### config.mk
export PLATFORM = sky130hd
export DESIGN_NAME = nbit_pipelined_cla_adder
export DESIGN_NICKNAME = d
export VERILOG_FILES = /design/src/rtl/nbit_pipelined_cla_adder.sv
export SDC_FILE = /design/constraint.sdc
export NUM_CORES = 2
export LEC_CHECK = 0
export ABC_AREA = 1
export CORE_AREA = 2 2 216 271
export CTS_BUF_LIST = sky130_fd_sc_hd__clkbuf_2
export DETAILED_ROUTE_END_ITERATION = 12
export DIE_AREA = 0 0 218 273
export PLACE_DENSITY = 0.75
export SYNTH_ARGS = -nofsm -noshare
export SYNTH_HDL_FRONTEND = slang
export SYNTH_SLANG_ARGS = --single-unit
### constraint.sdc
create_clock -name clk -period 51.4 [get_ports clk]
set_clock_uncertainty 0.2 [all_clocks]
set_input_delay 5.14 -clock clk [delete_from_list [all_inputs] [get_ports clk]]
set_output_delay 5.14 -clock clk [all_outputs]
set_load 0.1 [all_outputs]
### src/rtl/nbit_pipelined_cla_adder.sv
// Pipelined carry-lookahead adder/subtractor with valid/ready flow control.
// One lookahead block is resolved per pipeline stage; the whole pipe stalls together.
module nbit_pipelined_cla_adder #(
    parameter int BIT_NUMBER  = 64,
    parameter int BLOCK_WIDTH = 8
) (
    input  logic                  clk,
    input  logic                  rst,
    input  logic                  in_valid,
    output logic                  in_ready,
    input  logic [BIT_NUMBER-1:0] num_one,
    input  logic [BIT_NUMBER-1:0] num_two,
    input  logic                  cin,
    input  logic                  sub,
    output logic                  out_valid,
    input  logic                  out_ready,
    output logic [BIT_NUMBER:0]   S,
    output logic                  overflow
);

    localparam int W  = BIT_NUMBER;
    localparam int BW = BLOCK_WIDTH;
    localparam int NB = W / BW;

    logic [W-1:0] a_q [NB];
    logic [W-1:0] b_q [NB];
    logic [W-1:0] s_q [NB];
    logic         c_q [NB];
    logic         v_q [NB];
    logic         ov_q;

    logic [W-1:0] a_d [NB];
    logic [W-1:0] b_d [NB];
    logic [W-1:0] s_d [NB];
    logic         c_d [NB];
    logic         v_d [NB];
    logic         ov_d;

    logic         en;

    // Global stall: the pipe advances unless a result is stuck at the output.
    always_comb begin
        en = !v_q[NB-1] | out_ready;
    end

    // Each stage resolves its own block from its registered carry-in.
    always_comb begin
        logic [W-1:0]  ai;
        logic [W-1:0]  bi;
        logic [W-1:0]  si;
        logic          ci;
        logic          vi;
        logic [BW-1:0] g;
        logic [BW-1:0] p;
        logic [BW:0]   c;
        logic          t;
        logic          acc;
        int            pk;
        ai   = '0;
        bi   = '0;
        si   = '0;
        ci   = 1'b0;
        vi   = 1'b0;
        g    = '0;
        p    = '0;
        c    = '0;
        t    = 1'b0;
        acc  = 1'b0;
        pk   = 0;
        ov_d = 1'b0;
        for (int k = 0; k < NB; k++) begin
            pk = (k == 0) ? 0 : k - 1;
            if (k == 0) begin
                ai = num_one;
                bi = num_two ^ {W{sub}};
                si = '0;
                ci = cin ^ sub;
                vi = in_valid;
            end else begin
                ai = a_q[pk];
                bi = b_q[pk];
                si = s_q[pk];
                ci = c_q[pk];
                vi = v_q[pk];
            end
            g = ai[k*BW +: BW] & bi[k*BW +: BW];
            p = ai[k*BW +: BW] ^ bi[k*BW +: BW];
            c = '0;
            c[0] = ci;
            // Flattened sum-of-products lookahead for every carry.
            for (int i = 0; i < BW; i++) begin
                acc = ci;
                for (int m = 0; m <= i; m++) begin
                    acc = acc & p[m];
                end
                for (int j = 0; j <= i; j++) begin
                    t = g[j];
                    for (int m = j + 1; m <= i; m++) begin
                        t = t & p[m];
                    end
                    acc = acc | t;
                end
                c[i+1] = acc;
            end
            si[k*BW +: BW] = p ^ c[BW-1:0];
            a_d[k] = ai;
            b_d[k] = bi;
            s_d[k] = si;
            c_d[k] = c[BW];
            v_d[k] = vi;
            if (k == NB - 1) begin
                ov_d = c[BW] ^ c[BW-1];
            end
        end
    end

    // Stage registers: shift together when enabled, hold otherwise.
    always_ff @(posedge clk or posedge rst) begin
        if (rst) begin
            for (int k = 0; k < NB; k++) begin
                a_q[k] <= '0;
                b_q[k] <= '0;
                s_q[k] <= '0;
                c_q[k] <= 1'b0;
                v_q[k] <= 1'b0;
            end
            ov_q <= 1'b0;
        end else if (en) begin
            for (int k = 0; k < NB; k++) begin
                a_q[k] <= a_d[k];
                b_q[k] <= b_d[k];
                s_q[k] <= s_d[k];
                c_q[k] <= c_d[k];
                v_q[k] <= v_d[k];
            end
            ov_q <= ov_d;
        end
    end

    assign in_ready  = en;
    assign out_valid = v_q[NB-1];
    assign S         = {c_q[NB-1], s_q[NB-1]};
    assign overflow  = ov_q;

endmodule
==> flow_summary_export.csv <==
group,metric,value,unit
outcome,status,"finished, final reports clean",
floorplanning,die_area,59510,um2
routing,finalWirelength,61.08,mm
pwr,seqPwrFrac,45.0,%
global_route,grt_pass1_wl,103.1,mm
setup_path,max_stage_delay,1110,ps
layout,fillers,4908,
hold_path,hold_start,"s_d[322]",
routing,wl_per_cell,13.43,um
routing,vias_per_cell,4.851,
setup_path,critPathLaunchType,"input pin",
setup_path,path_common_cell,"clkdlybuf4s50_1",
pwr,power.density,63.01,nW/um2
setup_path,path_max_fanout,176,
pwr,power_frac_comb,37.5,%
setup_path,arrival,8010,ps
clocking,h-tree-depth,4,
clocking,cts_tree,"built",
routing,via_count,22070,
setup_path,end_kind,"output port",
routing,drt_iter0_drc,1560,
place,placed_cell_area,33360,um2
clocking,cts_buffer_depth,3,
yosys,synth_top_area_share,60.57,%
layout,fin_nets,3875,
yosys,synth_edf_count,0,
timing,rsz0062_at_grt,"no",
clocking,clk_pin_slew,90,ps
clocking,insertion_delay,1300,ps
timing,slew_headroom,23.27,%
floorplanning,std_cell_rows,98,
routing,drc,0,
clocking,clockRootBuffer,"clkbuf_2",
global_route,grt.overflow.total,0,
yosys,syn_nets,3666,
yosys,synthDistinctLibCells,31,
pwr,p_leak,18.09,nW
floorplanning,start_util,54.68,%
pwr,vdd_ir_drop_max,0.04743,mV
yosys,synth_top_cell_by_area,"dfrtp_1",
setup_path,cp_slowest_cell,"clkdlybuf4s50_1",
yosys,ys_top_cells_by_count,"nand2_1 (1,509), dfrtp_1 (753), o21ai_0 (368)",
routing,dr.pass1.iters,5,
setup_path,crit_chain,"clkdlybuf4s50_1, nor2_4, buf_4, clkinv_16, clkdlybuf4s50_1",
job,drv_cap,0,
hold_path,holdPathStages,2,
timing,worst_slack,38050,ps
global_route,gr-usage-all-layers,21.38,%
timing,hold_ws,169.1,ps
timing,setup_viol,0,
clocking,cts_buffers,171,
clocking,cts_hold_buffers,0,
setup_path,path_class,"input pin to output port",
setup_path,r2r-start,"out_valid",
yosys,synth_ff_type,"dfrtp_1",
floorplanning,fp.dieW,218,um
routing,ant_nets,0,
layout,drive_above_1_share,8.458,%
layout,area_delta_synth_final,12.56,%
yosys,synthArstFlopShare,100.0,%
layout,regArea,18840,um2
pwr,switching_share,42.47,%
clocking,post-cts-setup-buffers,0,
place,gp_congestion,0.7846,
clocking,cts_resized,0,
yosys,synth_cells,3452,
place,hpwl,38.62,mm
layout,multiInputGateArea,10470,um2
setup_path,cp.required,46060,ps
pwr,p_clk_share,17.5,%
floorplanning,core,56890,um2
place,port_buffers,201,
global_route,grt_max_degree,243,
pwr,p_sw,937.3,uW
layout,stdcell_area,35020,um2
yosys,netlist_top_cells_area,"dfrtp_1 (61%), nand2_1 (18%), o21ai_0 (5.9%)",
clocking,cts_sinks,753,
floorplanning,die_h,273,um
pwr,p_int,1.269,mW
global_route,grt_pass1_vias,21160,
setup_path,critPathLaunch,"out_ready",
yosys,yosysMostFrequentCell,"nand2_1",
timing,finalHoldViolCount,0,
yosys,syn_area,31110,um2
yosys,synth_seq_area_share,60.57,%
timing,maxSlewViolCount,0,
timing,fmax,74.93,MHz
global_route,antenna_found_initial,8,
timing,period_needed,13350,ps
hold_path,hold_path.class,"flop to flop",
timing,tightest_slew,1147,ps
setup_path,reg2reg_depth,8,
floorplanning,ios,202,
timing,fin_crit_sh,25.96,%
yosys,yosysWarnings,0,
yosys,avgSynthCellArea,9.012,um2
place,place_ws,38020,ps
timing,tns,0,ps
yosys,ys_ff_latch,753,
[state kept, by name (all words and copies together), names as in the netlist]
register   flops
a_d          224
b_d          224
s_d          224
S             65
c_q            7
v_d            7
out_valid      1
overflow       1
[stage by stage]
stage | std cells | utilization (%) | total power, mW
detailed placement | 4238 | 58.64 | 1.837
finish | 4550 | 61.55 | 2.207
floorplan | 3452 | - | 1.632
CTS | 4545 | 61.53 | 2.232
global route | 4550 | 61.55 | 2.394
global placement | 4238 | 58.64 | 1.808
[critical path: cells and delay by family]
family                 cells  cell delay, ps
and+or+nand+nor            1             110
buffers and inverters      4            2720
[metal layers]
layer | GRT usage (%) | share of wire, %
met5 | 0 | 0
met4 | 8.378 | 2.3
met3 | 4.552 | 3.8
met2 | 33.55 | 48
met1 | 29.34 | 46
[cells by family (layout without fill, tap and decap cells)]
group | count (synthesis) | in the layout | synth area share, %
AND/OR/NAND/NOR | 1698 | 1698 | 21.22
flip-flops | 753 | 753 | 60.57
AO/OA/AOI/OAI | 432 | 432 | 7.135
buffers and inverters | 422 | 765 | 5.779
adder cells (fa/ha/maj) | 80 | 80 | 3.410
XOR/XNOR | 67 | 67 | 1.886
other | 0 | 5 | 0
[worst paths after layout]
path	to	slack, ps
min in group asynchronous	S[57]	4200
worst min register to register	s_d[258]	170
worst min-delay path	s_d[258]	170
worst max register to register	s_d[49]	46260
worst max-delay path	in_ready	38050
max in group asynchronous	a_d[348]	43780
[cell usage in the layout (no fill, tap or decap), drive strengths merged]
cell type      count
xnor2             59
a21oi             16
buf               19
xor2               8
o21a               4
clkinv            38
nand3b             5
nand2           1524
nand4             27
inv              242
bufinv             5
clkbuf           257
nor2              94
o22ai             30
ha                72
or2                2
nand3             41
dfrtp            753
fa                 8
clkdlybuf4s50    200
clkinvlp           4
diode              5
o21ai            381
nor3               5
o21bai             1
[final cells by class]
class / instances / share of cell area (%)
well taps: 750 / 2.680
multi-input cells: 2277 / 29.90
clock inverters: 50 / 1.018
clock buffers: 257 / 3.673
inverters: 239 / 2.658
diodes: 5 / 0.03573
flip-flops and latches: 753 / 53.81
repair buffers: 219 / 6.231
[power groups by stage]
stage / combinational, mW / sequential [mW] / clock (mW)
after floorplan: 0.487 / 1.15 / 0
after global placement: 0.809 / 0.999 / 0
after detailed placement: 0.831 / 1.01 / 0
after CTS: 0.837 / 0.995 / 0.400
after global routing: 0.938 / 1.02 / 0.431
final: 0.827 / 0.994 / 0.386
(Power assumes the default switching activity.)
